<file path="src/rtl/exec_unit_mc.sv">
// Multi-cycle execute stage: ALU ops in 1 cycle, shifts n cycles, MUL 8 cycles, then a write-back pulse.
// Optional multiplier built only when EXEC_MUL_EN is defined; otherwise OP=111 reports ILLEGAL.
module exec_unit_mc #(
  parameter int WIDTH   = 8,
  parameter int SHIFT_W = 3
) (
  input  logic             CLK,
  input  logic             RESET,
  input  logic             START,
  input  logic [2:0]       OP,
  input  logic [WIDTH-1:0] OPA,
  input  logic [WIDTH-1:0] OPB,
  input  logic [WIDTH-1:0] OPC,
  input  logic [1:0]       DST,
  output logic [WIDTH-1:0] RESULT,
  output logic             MRWE,
  output logic             WA1,
  output logic             WA0,
  output logic             BUSY,
  output logic             DONE,
  output logic             FZ,
  output logic             FC,
  output logic             FN,
  output logic             ILLEGAL
);

  typedef enum logic [1:0] {IDLE, EXEC, WB} state_t;

  localparam logic [2:0] OP_ADD = 3'b000;
  localparam logic [2:0] OP_SUB = 3'b001;
  localparam logic [2:0] OP_AND = 3'b010;
  localparam logic [2:0] OP_OR  = 3'b011;
  localparam logic [2:0] OP_XOR = 3'b100;
  localparam logic [2:0] OP_SHL = 3'b101;
  localparam logic [2:0] OP_SHR = 3'b110;
  localparam logic [2:0] OP_MUL = 3'b111;
  localparam int CW = (SHIFT_W > $clog2(WIDTH)) ? SHIFT_W : $clog2(WIDTH);

  state_t           state;
  logic [2:0]       op_q;
  logic [WIDTH-1:0] a_q;
  logic [WIDTH-1:0] b_q;
  logic             cin_q;
  logic [1:0]       dst_q;
  logic [CW-1:0]    cnt;

  logic [WIDTH:0]   sum;
  logic [WIDTH:0]   diff;
  logic [WIDTH-1:0] sh_val;
  logic             sh_c;
  logic [WIDTH-1:0] res_n;
  logic             c_n;
  logic             last;
  logic             illegal_end;

`ifdef EXEC_MUL_EN
  logic [2*WIDTH-1:0] mul_a;
  logic [2*WIDTH-1:0] mul_p;
  logic [2*WIDTH-1:0] mul_nxt;

  assign mul_nxt = mul_p + (b_q[0] ? mul_a : '0);
`endif

  assign WA1 = dst_q[1];
  assign WA0 = dst_q[0];

  assign sum  = {1'b0, a_q} + {1'b0, b_q} + {{WIDTH{1'b0}}, cin_q};
  assign diff = {1'b0, a_q} - {1'b0, b_q} - {{WIDTH{1'b0}}, cin_q};

  // a_q doubles as the shift register; carry is the bit falling off the end
  assign sh_val = (op_q == OP_SHL) ? {a_q[WIDTH-2:0], 1'b0} : {1'b0, a_q[WIDTH-1:1]};
  assign sh_c   = (op_q == OP_SHL) ? a_q[WIDTH-1] : a_q[0];

  always_comb begin
    res_n       = '0;
    c_n         = 1'b0;
    last        = 1'b1;
    illegal_end = 1'b0;
    case (op_q)
      OP_ADD: {c_n, res_n} = sum;
      OP_SUB: {c_n, res_n} = diff;
      OP_AND: res_n = a_q & b_q;
      OP_OR:  res_n = a_q | b_q;
      OP_XOR: res_n = a_q ^ b_q;
      OP_SHL, OP_SHR: begin
        last = (cnt <= CW'(1));
        if (cnt == '0) begin
          res_n = a_q;
        end else begin
          res_n = sh_val;
          c_n   = sh_c;
        end
      end
      default: begin
`ifdef EXEC_MUL_EN
        last  = (cnt == '0);
        res_n = mul_nxt[WIDTH-1:0];
        c_n   = |mul_nxt[2*WIDTH-1:WIDTH];
`else
        illegal_end = 1'b1;
`endif
      end
    endcase
  end

  always_ff @(posedge CLK or posedge RESET) begin
    if (RESET) begin
      state   <= IDLE;
      op_q    <= '0;
      a_q     <= '0;
      b_q     <= '0;
      cin_q   <= 1'b0;
      dst_q   <= '0;
      cnt     <= '0;
      RESULT  <= '0;
      FZ      <= 1'b0;
      FC      <= 1'b0;
      FN      <= 1'b0;
      MRWE    <= 1'b0;
      DONE    <= 1'b0;
      BUSY    <= 1'b0;
      ILLEGAL <= 1'b0;
`ifdef EXEC_MUL_EN
      mul_a   <= '0;
      mul_p   <= '0;
`endif
    end else begin
      case (state)
        IDLE: begin
          if (START) begin
            op_q  <= OP;
            a_q   <= OPA;
            b_q   <= OPB;
            cin_q <= OPC[0];
            dst_q <= DST;
            cnt   <= (OP == OP_MUL) ? CW'(WIDTH - 1) : CW'(OPB[SHIFT_W-1:0]);
            BUSY  <= 1'b1;
            state <= EXEC;
`ifdef EXEC_MUL_EN
            mul_a   <= {{WIDTH{1'b0}}, OPA};
            mul_p   <= '0;
            ILLEGAL <= 1'b0;
`else
            ILLEGAL <= (OP == OP_MUL);
`endif
          end
        end
        EXEC: begin
          if (illegal_end) begin
            ILLEGAL <= 1'b0;
            BUSY    <= 1'b0;
            state   <= IDLE;
          end else if (last) begin
            RESULT <= res_n;
            FC     <= c_n;
            FZ     <= (res_n == '0);
            FN     <= res_n[WIDTH-1];
            MRWE   <= 1'b1;
            DONE   <= 1'b1;
            state  <= WB;
          end else begin
            cnt <= cnt - 1'b1;
`ifdef EXEC_MUL_EN
            if (op_q == OP_MUL) begin
              mul_p <= mul_nxt;
              mul_a <= mul_a << 1;
              b_q   <= b_q >> 1;
            end else
`endif
            a_q <= sh_val;
          end
        end
        WB: begin
          MRWE  <= 1'b0;
          DONE  <= 1'b0;
          BUSY  <= 1'b0;
          state <= IDLE;
        end
        default: state <= IDLE;
      endcase
    end
  end

endmodule

</file>
<file path="config.mk">
export PLATFORM = sky130hd
export DESIGN_NAME = exec_unit_mc
export DESIGN_NICKNAME = d
export VERILOG_FILES = /design/src/rtl/exec_unit_mc.sv
export SDC_FILE = /design/constraint.sdc
export NUM_CORES = 1
export LEC_CHECK = 0
export BUFFER_PORTS_ARGS = -buffer_cell sky130_fd_sc_hd__buf_2
export CORE_ASPECT_RATIO = 0.75
export CORE_MARGIN = 4
export CORE_UTILIZATION = 45
export CTS_BUF_LIST = sky130_fd_sc_hd__clkbuf_8
export DETAILED_ROUTE_END_ITERATION = 7
export PLACE_DENSITY = 0.62
export SLEW_MARGIN = 10
export SYNTH_ARGS = -nofsm -noshare
export SYNTH_HDL_FRONTEND = slang
export SYNTH_SLANG_ARGS = --single-unit
</file>
<file path="constraint.sdc">
create_clock -name CLK -period 5.15 [get_ports CLK]
set_input_delay 1.03 -clock CLK [delete_from_list [all_inputs] [get_ports CLK]]
set_output_delay 1.03 -clock CLK [all_outputs]
set_load 0.02 [all_outputs]
</file>
==> results.md, run 1 <==
- Post-layout nets: 478
- TritonCTS Buffers: 5
- Global-route wire length before repair: 13400 µm
- Max Clock Skew: between 10 and 15 ps
- Synth Cell Area: between 3000 and 4000 µm²
- Post-cts resize count: 0
- Critical path's slowest cell: a2111oi_1
- Final setup viols: 0
- WP data arrival: roughly 3400 ps
- Number of synthesized register bits: 40
- Cell variety after synth: 65
- Diodes inserted: 0
- Crit-path max cell delay: 690 ps
- Crit Reg-Reg Startpoint: a_q[0]$_DFFE_PP0P_
- Initial detailed-routing violation count: around 150
- Mean post-synth cell area: around 9.0 µm²
- H-tree depth: 2
- Mux cell area share after synthesis: 7.49%
- Endpoint class of the critical path: register
- Cts hold-fix bufs: 0
- Combinational family with the most area after synthesis: compound AO/OA/AOI/OAI gates
- Post-DP HPWL: just over 6000 µm
- Data required, critical path: about 5400 ps
- Fraction of the cycle the final worst path needs: about three fifths
- Final Max Tran Viols: 0
- Crit path max fanout: 6
- Hold Path End: RESULT[4]$_DFFE_PP0P_
- Postcts setup bufs: 0
- Crit path launch type: register
- Number of port buffers: between 40 and 50
- CTS tree: built
- Synthesized instance count: around 370
- Status: finished, final reports clean
- Number of cell rows: 26
- Residual DRC: 0
- Root Buffer: clkbuf_8
- CP bufs+invs: 0
- Clock sinks: 40
- Ys Warns: 0
- GRT overflow: 0
- Clk_lat worst skew: about 300 ps
- Total track usage: 18.6%
- Largest net degree at the start of global routing: just over 40
- Worst Setup Path Type: reg -> reg
- CP top delay family: compound AO/OA/AOI/OAI gates
- Routability cong.: 0.878
- XOR/XNOR share of the synthesized area: under 10%
- Ys async rst share: between 90% and 100%
- Core box area: approximately 7000 µm²
- Initial antenna violation count: 0
- Post-DRT Antenna Nets: 0
- Post-synthesis adder-cell area fraction: 16.1%
- Routed via count: 2773
- Area delta synth->final: 9.35%
- Post-synthesis simple-gate area fraction: between 10% and 20%
- Initial DRT Pass Iterations: 4
- Endpoints failing hold: 0
- # Max-Cap Violations: 0
- I/O Pins: 49
- Sequential fraction of the synthesis area: between 20% and 30%
- Reg-to-Reg End: FZ$_DFFE_PP0P_
- Synthesized net count: ~450
- Reg clk slew, reported paths: around 80 ps
- Top_reg_cell synth: dfrtp_1
- FF-to-FF path depth: 8
- R2R Setup Slk: ~2000 ps
- Hold path depth: 2
- Vias in the first global route: approximately 2600
- Initial Utilization: between 40% and 50%
- Max Root-Sink Buffers: 2
- Number of flops mapped to enable cells by yosys: 0
- F_max: between 0.3 and 0.4 GHz
- Top cell by count, worst path: fa_1
- Hold Path Class: reg -> reg
- Worst Tran Pin Value: 1050 ps
- Hold_sp: RESULT[4]$_DFFE_PP0P_
- Worst path cell trace: fa_1 -> fa_1 -> a221oi_1 -> a211oi_1 -> a2111oi_1 -> nand3_1 -> nor4_2 -> a32o_1
- Full die area: 8920 µm²
- RSZ-0062 raised after global routing: false
- Die Ht: a little over 80 µm
- Die W: 108 µm
- Layout cell share with drive strength beyond 1: between 10% and 20%
- Setup TNS: 0 ps
- Total wire length: about 8100 µm
- Wirelength per Cell: 16.0 µm
- Complex-gate fraction of the synthesized area: 22.1%
- Crit path time final: approximately 3200 ps
- Via density: about 5.5
- Relative slew slack: 29.4%
==> registers in the layout (all words and copies together), names as in the netlist <==
name	count
b_q	8
ILLEGAL	1
op_q	3
BUSY	1
cin_q	1
RESULT	8
DONE	1
dst_q	2
cnt	3
FZ	1
a_q	8
state	2
FC	1
==> cells in the mapped netlist, types with 7 or more instances <==
library cell  count  share of area, %
nand2_1          34               3.8
dfrtp_1          40                30
a21oi_1          29               4.3
buf_2             7               1.0
mux2_2           17               5.7
o21ai_0          20               3.0
a211oi_1          9               2.0
nor2_1           28               3.1
ha_1             36                13
inv_1            32               3.6
xnor2_1           8               2.1
==> per-layer routing <==
metal | vias up | global-route usage [%] | share of wire [%] | routed length [µm]
met4 | 0 | 3.44 | 0.71 | 57
met2 | 93 | 24.3 | 39 | 3170
met3 | 6 | 3.64 | 6.8 | 549
li1 | 1381 | - | - | -
met1 | 1293 | 31.0 | 53 | 4290
met5 | - | 0 | 0 | 0
==> metrics by stage <==
stage / std cells / hold slack [ps] / util [%] / area [µm²] / setup slack (ps)
floorplan: 374 / 516 / - / 3360 / 2530
global placement: 497 / 454 / 51.1 / 3590 / 2080
detailed placement: 497 / 460 / 51.1 / 3590 / 2090
CTS: 504 / 479 / 52.3 / 3670 / 2040
global route: 504 / 499 / 52.3 / 3670 / 1770
finish: 504 / 471 / 52.3 / 3670 / 1980
==> how the worst max path moves through the flow <==
stage,slack (ps),depth (start not counted),start,to
2_1_floorplan,2530,9,a_q[0]$_DFFE_PP0P_,FZ$_DFFE_PP0P_
3_3_place_gp,2080,8,a_q[0]$_DFFE_PP0P_,FZ$_DFFE_PP0P_
3_5_place_dp,2090,8,a_q[0]$_DFFE_PP0P_,FZ$_DFFE_PP0P_
4_1_cts,2040,8,a_q[0]$_DFFE_PP0P_,FZ$_DFFE_PP0P_
5_1_grt,1770,8,a_q[0]$_DFFE_PP0P_,FZ$_DFFE_PP0P_
6_report,1980,8,a_q[0]$_DFFE_PP0P_,FZ$_DFFE_PP0P_
==> worst register-to-register path: stages, from the launching register on <==
cell       delay [ps]
dfrtp_1           500
fa_1              530
fa_1              450
a221oi_1          300
a211oi_1           80
a2111oi_1         690
nand3_1           200
nor4_2            170
a32o_1            200
==> kinds of logic after synthesis <==
group | after synthesis
DFF | 40
and+or+nand+nor | 95
muxes | 23
xor gates and xnor gates | 12
AOI/OAI and AO/OA | 110
buffers and inverters | 53
adders and majority gates | 41
==> layout make-up <==
cell class / count / area (µm²)
sequential: 40 / 1000
timing repair buffer: 44 / 228
clock inverter: 2 / 12.5
inverter: 34 / 128
fill: 712 / 3350
multi-input combinational: 281 / 2110
clock buffer: 5 / 68.8
tap: 98 / 123
==> layout by cell type (no fill, tap or decap), drive strengths merged, types with 5 or more instances in the layout <==
cell type,netlist,routed
nand3,5,5
a211oi,10,10
nor2b,5,5
xnor2,8,8
dfrtp,40,40
inv,34,33
mux2i,6,6
nand2,35,35
nor2,28,28
a211o,6,6
o21ai,25,25
clkbuf,5,5
mux2,17,17
a22oi,6,6
a21oi,29,29
nand2b,5,5
nand3b,5,5
ha,36,36
buf,14,44
Power of run 1 is left out: the tool's default activity adds up to more than one toggle a clock period on the data nets, which glitch-free logic cannot reach.
==> run 2, diff against run 1 <==
==> constraint.sdc (replaced) <==
create_clock -name CLK -period 3.2 [get_ports CLK]
set_input_delay 0.64 -clock CLK [delete_from_list [all_inputs] [get_ports CLK]]
set_output_delay 0.64 -clock CLK [all_outputs]
set_load 0.02 [all_outputs]
==> run 2 against run 1 <==
Effect of this change:
- first-iteration DRC count up 26%
- sequential share of layout area down 0.56 points
- global-route usage up 0.33 points
- non-clock buffer count up 5
- clock skew down 0.77 ps
- critical path type unchanged
- largest cell class unchanged
- highest routed layer unchanged
==> results.md, run 2 (synthesis gave the netlist of run 1 again) <==
- Postcts setup bufs: 0 (unchanged)
- Multi-input gate area: 2110 µm² (unchanged)
- Post-layout nets: 483 (was 478)
- Post-DRT Antenna Nets: 0 (unchanged)
- Crit Reg-Reg Startpoint: b_q[0]$_DFFE_PP0P_ (was a_q[0]$_DFFE_PP0P_)
- Critical path's slowest cell: a2111oi_1 (unchanged)
- Max Clock Skew: 9.28 ps (was 10.1 ps)
- Vias in the first global route: 2590 (was 2582)
- Post-DP HPWL: 6400 µm (was 6180 µm)
- CTS tree: built (unchanged)
- Largest regs: RESULT (8), a_q (8), b_q (8) (unchanged)
- Diodes inserted: 0 (unchanged)
- Commonest non-fill, non-tap cell in the layout: buf_2 (unchanged)
- WP data arrival: 3210 ps (was 3400 ps)
- Crit path time final: 2980 ps (was 3170 ps)
- Max Root-Sink Buffers: 2 (unchanged)
- GRT overflow: 0 (unchanged)
- Final setup viols: 0 (unchanged)
- Global-route wire length before repair: 13500 µm (was 13400 µm)
- Reg area: 1000 µm² (unchanged)
- Initial detailed-routing violation count: 183 (was 145)
- Data required, critical path: 3430 ps (was 5380 ps)
- Root Buffer: clkbuf_8 (unchanged)
- Fraction of the cycle the final worst path needs: 93.1% (was 61.5%)
- Worst Tran Pin Value: 1130 ps (was 1050 ps)
- Setup TNS: 0 ps (unchanged)
- Initial antenna violation count: 0 (unchanged)
- Clk_lat worst skew: 300 ps (about the same)
- Area delta synth->final: 11.7% (was 9.35%)
- Residual DRC: 0 (unchanged)
- Reg clk slew, reported paths: 90 ps (was 80 ps)
- Routed via count: 2772 (was 2773)
- Worst Setup Path Type: reg -> reg (unchanged)
- Setup crit end: FZ$_DFFE_PP0P_ (unchanged)
- Crit path launch type: register (unchanged)
- Crit-path max cell delay: 540 ps (was 690 ps)
- Endpoints failing hold: 0 (unchanged)
- Layout cell share with drive strength beyond 1: 20.6% (was 19.5%)
- Die W: 108 µm (unchanged)
- Reg-to-Reg End: FZ$_DFFE_PP0P_ (unchanged)
- Hold Path Class: in -> async (was reg -> reg)
- Worst path cell trace: fa_1 -> fa_1 -> a221oi_1 -> a211oi_1 -> a2111oi_1 -> buf_4 -> nand3_1 -> nor4_2 -> a32o_1 (was fa_1 -> fa_1 -> a221oi_1 -> a211oi_1 -> a2111oi_1 -> nand3_1 -> nor4_2 -> a32o_1)
- Post-cts resize count: 0 (unchanged)
- Endpoint class of the critical path: register (unchanged)
- Clock sinks: 40 (unchanged)
- TritonCTS Buffers: 5 (unchanged)
- Routability cong.: 0.885 (was 0.878)
- Most frequent cells in the layout: buf_2 (41), dfrtp_1 (40), ha_1 (36) (unchanged)
- Largest net degree at the start of global routing: 23 (was 41)
- Number of cell rows: 26 (unchanged)
- RSZ-0062 raised after global routing: false (unchanged)
- Initial DRT Pass Iterations: 5 (was 4)
- # Max-Cap Violations: 0 (unchanged)
- I/O Pins: 49 (unchanged)
- Total wire length: 8180 µm (was 8060 µm)
- FF-to-FF path depth: 9 (was 8)
- Status: finished, final reports clean (unchanged)
- Wirelength per Cell: 16.0 µm (about the same)
- Top cell by count, worst path: fa_1 (unchanged)
- Initial Utilization: 47.8% (unchanged)
- Die Ht: 82.8 µm (unchanged)
- Crit path max fanout: 4 (was 6)
- Full die area: 8920 µm² (unchanged)
- Number of port buffers: 41 (unchanged)
- Via density: 5.44 (was 5.50)
- Critical path startpoint: b_q[0]$_DFFE_PP0P_ (was a_q[0]$_DFFE_PP0P_)
- F_max: 0.336 GHz (was 0.316 GHz)
- Total track usage: 19.0% (was 18.6%)
- H-tree depth: 2 (unchanged)
- Core box area: 7030 µm² (unchanged)
- R2R Setup Slk: 220 ps (was 1980 ps)
- Fillers: 675 (was 712)
- Cts hold-fix bufs: 0 (unchanged)
- Final Max Tran Viols: 0 (unchanged)
- Relative slew slack: 24.4% (was 29.4%)
[run 2: cell types whose count changed in the layout (fill, tap and decap cells not counted), sizes merged]
cell / previous run / this run
buf: 44 / 49
bufinv: 0 / 1
clkbuf: 5 / 6
clkinvlp: 1 / 0
[run 2: final cells by class]
cell class / count / area share, %
Inverter: 34 / 3.40
Timing Repair Buffer: 49 / 7.07
Tap cell: 98 / 3.27
Sequential cell: 40 / 26.7
Clock buffer: 6 / 2.20
Clock inverter: 2 / 1.03
Multi-Input combinational cell: 281 / 56.3
[run 2: routing by layer]
layer  vias up  track usage [%]  part of all wire, %
met4         0             3.90                  1.1
met5         -                0                    0
met3         8             4.57                  7.0
met2        85             24.7                   39
li1       1393                -                    -
met1      1286             31.0                   53
[run 2: worst min path at each step]
| stage | endpoint | start | depth (start not counted) |
|---|---|---|---|
| after floorplan | a_q[4]$_DFFE_PP0P_ | a_q[4]$_DFFE_PP0P_ | 2 |
| after global placement | RESULT[3]$_DFFE_PP0P_ | RESULT[3]$_DFFE_PP0P_ | 2 |
| after CTS | ILLEGAL$_DFFE_PP0P_ | RESET | 2 |
| final | ILLEGAL$_DFFE_PP0P_ | RESET | 2 |
| after detailed placement | RESULT[5]$_DFFE_PP0P_ | RESULT[5]$_DFFE_PP0P_ | 2 |
| after global routing | ILLEGAL$_DFFE_PP0P_ | RESET | 2 |
[run 2: metrics by stage]
step,setup WS [ps],cells,hold WS [ps],utilization [%],instance area (µm²)
global route,31.2,510,446,53.4,3750
CTS,273,510,409,53.4,3750
detailed placement,298,502,460,51.6,3630
finish,219,510,382,53.4,3750
floorplan,578,374,516,-,3360
global placement,270,502,454,51.6,3630
[run 2: critical path, delay by kind of cell (launching register included)]
family | cells | cell delay (ps)
AOI/OAI and AO/OA | 4 | 1090
buffers and inverters | 1 | 210
adders and majority gates | 2 | 900
and+or+nand+nor | 2 | 250
DFF | 1 | 460
Power of run 2 is left out for the same reason.
